===== src/rtl/spad_pkg.sv =====
// Shared constants for the scratchpad arbiter slice: default bus widths,
// counter width and requester indices.
package spad_pkg;

  localparam int unsigned DATAWIDTH_DEF = 32;
  localparam int unsigned ADDRWIDTH_DEF = 18;
  localparam int unsigned CNTWIDTH      = 16;

  localparam logic REQ_0 = 1'b0;
  localparam logic REQ_1 = 1'b1;

endpackage


===== src/rtl/spad_rr_arb.sv =====
// Two-way round-robin grant selection. The pointer only moves on contested
// cycles, so a lone requester never steals the other side's turn.
module spad_rr_arb
  import spad_pkg::*;
(
  input  logic CLK,
  input  logic RST,
  input  logic valid_0,
  input  logic valid_1,
  output logic grant_0_c,
  output logic grant_1_c
);

  logic rr_ptr;

  // Grant logic: an uncontested request wins, a contested one goes to rr_ptr
  always_comb begin
    grant_0_c = 1'b0;
    grant_1_c = 1'b0;
    if (!RST) begin
      grant_0_c = valid_0 && (!valid_1 || (rr_ptr == REQ_0));
      grant_1_c = valid_1 && (!valid_0 || (rr_ptr == REQ_1));
    end
  end

  always_ff @(posedge CLK) begin
    if (RST) begin
      rr_ptr <= REQ_0;
    end else if (valid_0 && valid_1) begin
      rr_ptr <= grant_0_c ? REQ_1 : REQ_0;
    end
  end

endmodule


===== src/rtl/spad_arbiter.sv =====
// Two-requester front end for a single-port scratchpad bank: round-robin
// grant, bank command muxing, one-cycle read response routing, conflict counter.
module spad_arbiter
  import spad_pkg::*;
#(
  parameter int unsigned DATAWIDTH = DATAWIDTH_DEF,
  parameter int unsigned ADDRWIDTH = ADDRWIDTH_DEF
) (
  input  logic                 CLK,
  input  logic                 RST,
  input  logic                 req_valid_0,
  input  logic                 req_valid_1,
  output logic                 req_ready_0,
  output logic                 req_ready_1,
  input  logic                 req_we_0,
  input  logic                 req_we_1,
  input  logic [ADDRWIDTH-1:0] req_addr_0,
  input  logic [ADDRWIDTH-1:0] req_addr_1,
  input  logic [DATAWIDTH-1:0] req_wdata_0,
  input  logic [DATAWIDTH-1:0] req_wdata_1,
  output logic                 rsp_valid_0,
  output logic                 rsp_valid_1,
  output logic [DATAWIDTH-1:0] rsp_rdata_0,
  output logic [DATAWIDTH-1:0] rsp_rdata_1,
  output logic                 CEN,
  output logic                 WEN,
  output logic [ADDRWIDTH-1:0] A,
  output logic [DATAWIDTH-1:0] D,
  input  logic [DATAWIDTH-1:0] Q,
  output logic [CNTWIDTH-1:0]  conflict_cnt
);

  logic                 grant_0;
  logic                 grant_1;
  logic [ADDRWIDTH-1:0] addr_q;
  logic [DATAWIDTH-1:0] data_q;
  logic                 pend_0;
  logic                 pend_1;
  logic [CNTWIDTH-1:0]  cnt_q;

  spad_rr_arb u_rr (
    .CLK       (CLK),
    .RST       (RST),
    .valid_0   (req_valid_0),
    .valid_1   (req_valid_1),
    .grant_0_c (grant_0),
    .grant_1_c (grant_1)
  );

  assign req_ready_0 = grant_0;
  assign req_ready_1 = grant_1;

  // Bank command: idle cycles keep A/D parked on the last granted values
  always_comb begin
    CEN = 1'b1;
    WEN = 1'b1;
    A   = addr_q;
    D   = data_q;
    if (grant_1) begin
      CEN = 1'b0;
      WEN = ~req_we_1;
      A   = req_addr_1;
      D   = req_wdata_1;
    end else if (grant_0) begin
      CEN = 1'b0;
      WEN = ~req_we_0;
      A   = req_addr_0;
      D   = req_wdata_0;
    end
  end

  always_ff @(posedge CLK) begin
    if (RST) begin
      addr_q <= '0;
      data_q <= '0;
      pend_0 <= 1'b0;
      pend_1 <= 1'b0;
      cnt_q  <= '0;
    end else begin
      if (grant_0 || grant_1) begin
        addr_q <= A;
        data_q <= D;
      end
      pend_0 <= grant_0 && !req_we_0;
      pend_1 <= grant_1 && !req_we_1;
      if (req_valid_0 && req_valid_1 && (cnt_q != '1)) begin
        cnt_q <= cnt_q + CNTWIDTH'(1);
      end
    end
  end

  // A read in flight when reset hits is dropped by masking with RST
  assign rsp_valid_0  = pend_0 && !RST;
  assign rsp_valid_1  = pend_1 && !RST;
  assign rsp_rdata_0  = Q;
  assign rsp_rdata_1  = Q;
  assign conflict_cnt = cnt_q;

endmodule

===== config.mk =====
export PLATFORM = sky130hd
export DESIGN_NAME = spad_arbiter
export DESIGN_NICKNAME = d
export VERILOG_FILES = /design/src/rtl/spad_pkg.sv /design/src/rtl/spad_rr_arb.sv /design/src/rtl/spad_arbiter.sv
export SDC_FILE = /design/constraint.sdc
export NUM_CORES = 1
export LEC_CHECK = 0
export CAP_MARGIN = 5
export CORE_AREA = 10 10 99 101
export CTS_BUF_LIST = sky130_fd_sc_hd__clkbuf_4
export CTS_CLUSTER_DIAMETER = 150
export DETAILED_ROUTE_END_ITERATION = 12
export DIE_AREA = 0 0 109 111
export DONT_BUFFER_PORTS = 1
export GPL_ROUTABILITY_DRIVEN = 0
export PLACE_DENSITY = 0.67
export SYNTH_ARGS = -nofsm -noshare
export SYNTH_HDL_FRONTEND = slang
export SYNTH_SLANG_ARGS = --single-unit

===== constraint.sdc =====
create_clock -name CLK -period 3.6 [get_ports CLK]
set_clock_uncertainty 0.05 [all_clocks]
set_input_delay 0.54 -clock CLK [delete_from_list [all_inputs] [get_ports CLK]]
set_output_delay 0.54 -clock CLK [all_outputs]
set_load 0.02 [all_outputs]

==> results of run 1 <==
[routing by layer]
metal  track usage [%]  part of all wire (%)  vias up
li1                  -                     -     1458
met1              18.8                    39     1466
met2              25.2                    45      233
met3              9.01                    15       17
met4              5.72                   1.4        0
met5                 0                     0        -
[cell type report]
class	instances	area (um^2)	share of cell area, %
clock buffers	10	75.1	2.13
clock inverters	6	87.6	2.48
inverters	55	206	5.85
multi-input cells	242	1560	44.2
flip-flops and latches	69	1380	39.2
well taps	105	131	3.72
repair buffers	10	87.6	2.48
[layout by cell type, fill, tap and decap left out, types with 3 or more instances in the layout]
cell type / count
nor3_1: 54
nor2b_1: 6
dfxtp_1: 69
nand2_1: 6
nor4_1: 4
clkbuf_4: 10
inv_1: 54
o311ai_0: 3
and3_1: 3
nor2_1: 58
o31ai_1: 5
a21oi_1: 6
a222oi_1: 50
buf_4: 9
o41ai_1: 3
nand3_1: 9
or4_1: 4
mux2_2: 4
nand4_1: 5
[registers in the layout (all words and copies together) (netlist names)]
register      cells
data_q           32
addr_q           18
conflict_cnt     16
pend_0            1
pend_1            1
u_rr.rr_ptr       1
[through the flow]
step	util, %	power, mW	cells
after detailed placement	42.2	1.06	481
after global routing	44.3	1.69	497
after global placement	42.2	1.06	481
final	44.3	1.61	497
after floorplan	-	1.13	466
after CTS	44.3	1.63	497
[power groups by stage]
stage	clock network, mW	logic (mW)	registers [mW]
final	0.567	0.243	0.797
after global routing	0.619	0.269	0.800
after CTS	0.585	0.246	0.797
after detailed placement	0	0.245	0.814
after global placement	0	0.243	0.813
after floorplan	0	0.320	0.810
[how the worst min path moves through the flow]
stage,from,to,slack (ns),depth (start not counted)
final,RST,conflict_cnt[13],0.16,1
after global routing,RST,conflict_cnt[9],0.09,1
after CTS,RST,conflict_cnt[13],0.11,1
after detailed placement,addr_q[3],addr_q[3],0.43,2
after global placement,data_q[20],data_q[20],0.43,2
after floorplan,addr_q[0],addr_q[0],0.42,2
[cells by family after synthesis]
logic type | Yosys count
AO/OA/AOI/OAI | 75
flip-flops | 69
adder cells (fa/ha/maj) | 1
buffers and inverters | 155
XOR/XNOR | 1
AND/OR/NAND/NOR | 160
multiplexers | 5
==> impl_metrics.ini, run 1 <==
[outcome]
status = complete, no violations

[synthesis]
yosysMostFrequentCell = dfxtp_1
synth_simple_gate_area_share_pct = 20.8
synthArstFlopShare_pct = 0
synthFlopType = dfxtp_1
syn_area_mm2 = 0.00375
synth-adder-area-share_pct = 0.333
synthMuxAreaShare_pct = 1.47
synth_top_family_by_area = buffers and inverters
syn_avg_cell_area_um2 = 8.06
syn-instance-count = 466
yosysSeqAreaShare_pct = 36.8
synth.ff_latch_count = 69
synth_edf_count = 0
synth_compound_gate_area_share_pct = 18.3
synth_top_area_share_pct = 36.8
yosys.area.top_type = dfxtp_1
synth_nets = 605
ys_types = 40
synthTopCellsByArea = dfxtp_1 37%, a222oi_1 13%, buf_4 13%
synth_xor_area_share_pct = 0.233
yosysWarnings = 0
yosys-top-cells-count = 69 x dfxtp_1, 65 x buf_4, 59 x nor2_1

[final_layout]
drive_gt1_share_pct = 9.69
fillers = 796
antenna_cells = 0
stdcell_area_mm2 = 0.00353
area_growth_pct = -6.06
layout.nets = 526

[power_and_ir_drop]
power_density_mw_per_mm2 = 456
clockPowerShare_pct = 35.3
p_seq_share_pct = 49.6
comb_power_share_pct = 15.1
p_sw_share_pct = 29.0
p_int_mw = 1.14
ir_drop_uv = 266
p_leak_nw = 1.50
p_sw_uw = 466

[timing]
hold_viol = 0
setup_viol = 0
rsz0062_at_grt = false
worstMarginPinSlew_ns = 0.586
setup_tns_ns = 0
fin_crit_sh_pct = 73.9
fin_crit_ns = 2.66
slew_violations = 0
max_freq_mhz = 376
maxSlewHeadroom_pct = 60.9
setup_slack_ns = 0.939
worst_hold_slack_ns = 0.156

[worst_setup_path]
worstSetupStartpointType = flip-flop
crit_end = A[2]
endpoint_kind = primary output
crit_arrival_ns = 2.07
path_delay_family = compound AO/OA/AOI/OAI gates
worstReg2RegStart = conflict_cnt[0]
max_stage_delay_ns = 0.46
worstSetupPathType = flip-flop to primary output
crit_start = u_rr.rr_ptr
cp.depth = 4
slowest_stage = o211a_2
path_buf_inv = 2
crit_chain = o211a_2, buf_12, a222oi_1, inv_1
worstPathMaxFanout = 29
reg2reg_slack_ns = 1.48
cp.required_ns = 3.01
rr_worst_depth = 6
rr_endpoint = conflict_cnt[7]

[grt]
grt_pass1_wl_um = 16400
track_usage_pct = 16.4
grt_pass1_vias = 3148
antenna_found_initial = 0
overflow = 0
grt_max_degree = 75

[flow_run]
maxCapViolCount = 0

[place]
placed_cell_area_mm2 = 0.00336
dp_slack_ns = 1.13
port_buffers = 0
dp_hpwl_um = 7490

[detailed_routing]
drcViolationCount = 0
antenna_left = 0
viasPerCell = 6.39
wl_per_cell_um = 20.9
drtPass1Iterations = 7
wirelength_um = 10400
drt_iter0_markers = 453
routed-via-count = 3174

[floorplanning]
die_y_um = 111
core_mm2 = 0.00797
ioPinCount = 274
die_area_mm2 = 0.0121
die_w_um = 109
core.rowCount = 33
initial_core_util_pct = 47.1

[clocking]
cts_tree = done
hold_buffers = 0
root_buffer = clkbuf_4
clk_latency_ns = 0.40
cts_htree_levels = 3
clock-sinks = 69
cts_buffer_depth = 2
clk_pin_slew_ns = 0.13
post_cts_resized = 0
cts_setup_buffers = 0
cts_buffers = 9

[worst_hold_path]
hp-class = input pin to flip-flop
No activity file was read; power rests on OpenSTA's default activity.
==> run 2, diff against run 1 <==
==> constraint.sdc (replaced) <==
create_clock -name CLK -period 2.7 [get_ports CLK]
set_clock_uncertainty 0.05 [all_clocks]
set_input_delay 0.405 -clock CLK [delete_from_list [all_inputs] [get_ports CLK]]
set_output_delay 0.405 -clock CLK [all_outputs]
set_load 0.02 [all_outputs]
==> run 2 against run 1 <==
  * Final area rose by 2.6%
  * Total power increased by 41%
  * Clock power is 50% higher
  * First-iteration DRC count fell by 7.9%
  * Routed wire length grew 7.2%
  * Combinational power increased by 44%
  * Final cell count rose by 1.6%
  * Setup slack got worse by 0.65 ns
  * Clock-buffer cell count rose by 1
  * Register-to-register slack got worse by 0.83 ns
  * Sequential share of layout area decreased by 0.99 points
  * Highest routed layer unchanged
==> impl_metrics.ini, run 2 (synthesis results as in run 1) <==
[final_layout]
regMostFlops = data_q
area_growth_pct = -3.63
layout.nets = 534
drive_gt1_share_pct = 10.3
antenna_cells = 0
fillers = 801
largest_reg_flops = 32
layout_common_cells = 69 x dfxtp_1, 58 x nor2_1, 54 x inv_1, 54 x nor3_1, 50 x a222oi_1
final_common_cell = dfxtp_1

[clocking]
hold_buffers = 4
clk_latency_ns = 0.40
clk_pin_slew_ns = 0.10
clock-sinks = 69
root_buffer = clkbuf_4
cts_buffers = 9
cts_setup_buffers = 0
cts_buffer_depth = 2
post_cts_resized = 0
cts_tree = done
cts_htree_levels = 3

[detailed_routing]
viasPerCell = 6.41
drcViolationCount = 0
drt_iter0_markers = 417
drtPass1Iterations = 9
wl_per_cell_um = 22.0
routed-via-count = 3236
wirelength_um = 11100
antenna_left = 0

[grt]
grt_max_degree = 52
grt_pass1_wl_um = 16900
track_usage_pct = 17.3
overflow = 0
grt_pass1_vias = 3165
antenna_found_initial = 0

[power_and_ir_drop]
ir_drop_uv = 233
total_power_mw = 2.26
power_density_mw_per_mm2 = 624
p_leak_nw = 1.55

[timing]
maxSlewHeadroom_pct = 63.8
max_freq_mhz = 415
setup_tns_ns = 0
setup_viol = 0
hold_viol = 0
slew_violations = 0
worstMarginPinSlew_ns = 0.542
fin_crit_ns = 2.41
fin_crit_sh_pct = 89.2
rsz0062_at_grt = false

[worst_setup_path]
max_stage_delay_ns = 0.38
slowest_stage = a222oi_1
path_buf_inv = 3
crit_chain = o211a_2, buf_4, a222oi_1, inv_1, buf_4
endpoint_kind = primary output
worstSetupStartpointType = flip-flop
worstSetupPathType = flip-flop to primary output
crit_arrival_ns = 1.95
worstPathMaxFanout = 32
path_delay_family = compound AO/OA/AOI/OAI gates
crit_top_cell = buf_4
cp.required_ns = 2.25

[floorplanning]
die_area_mm2 = 0.0121
die_y_um = 111
core.rowCount = 33
die_w_um = 109
ioPinCount = 274
core_mm2 = 0.00797
initial_core_util_pct = 47.1

[flow_run]
maxCapViolCount = 0

[place]
port_buffers = 0
dp_hpwl_um = 7680

[worst_hold_path]
hp-class = input pin to flip-flop

[outcome]
status = complete, no violations
[run 2: cell count changes in the layout (fill, tap and decap cells not counted)]
cell	delta
dlygate4sd3_1	+5
clkbuf_4	+1
clkinvlp_4	-2
buf_4	+3
clkinv_2	+1
clkinv_4	-1
bufinv_16	+1
[run 2: layout make-up]
type	instances	area (um^2)	share of cell area [%]
Clock inverter	5	98.8	2.73
Sequential cell	69	1380	38.2
Clock buffer	11	82.6	2.28
Tap cell	105	131	3.63
Inverter	55	206	5.71
Timing Repair Buffer	18	160	4.43
Multi-Input combinational cell	242	1560	43.0
[run 2: power breakdown]
group          leakage (nW)  internal, mW  switching (mW)
clock network        0.0985         0.486           0.361
registers             0.559          1.04          0.0187
logic                 0.894         0.101           0.248
[run 2: worst register-to-register path: cells and delay by family (launching register included)]
family,cells,cell delay (ns)
buffers and inverters,1,0.23
DFF,1,0.55
adders and majority gates,1,0.28
and+or+nand+nor,3,0.56
muxes,1,0.28
[run 2: final timing paths]
check                                  endpoint  slack, ns             from  cells after the start
worst max register to register  conflict_cnt[7]       0.65  conflict_cnt[1]                      6
worst min register to register        data_q[7]       0.45        data_q[7]                      2
worst min-delay path                  addr_q[6]       0.04              RST                      1
worst max-delay path                      A[17]       0.29      u_rr.rr_ptr                      5
[run 2: through the flow]
stage,hold slack (ns),cells,util [%],area [um^2],setup slack (ns)
after detailed placement,0.429,483,42.3,3370,0.624
after global routing,0.000433,505,45.4,3620,0.113
final,0.0400,505,45.4,3620,0.293
after global placement,0.425,483,42.3,3370,0.619
after CTS,0.000207,503,45.2,3600,0.253
after floorplan,0.418,466,-,3750,0.428
[run 2: routing by layer]
layer | GRT usage, % | up-vias | share of wire [%]
met2 | 26.7 | 211 | 47
met4 | 6.68 | 0 | 1.4
met5 | 0 | - | 0
met1 | 20.0 | 1526 | 39
met3 | 8.60 | 19 | 13
li1 | - | 1480 | -
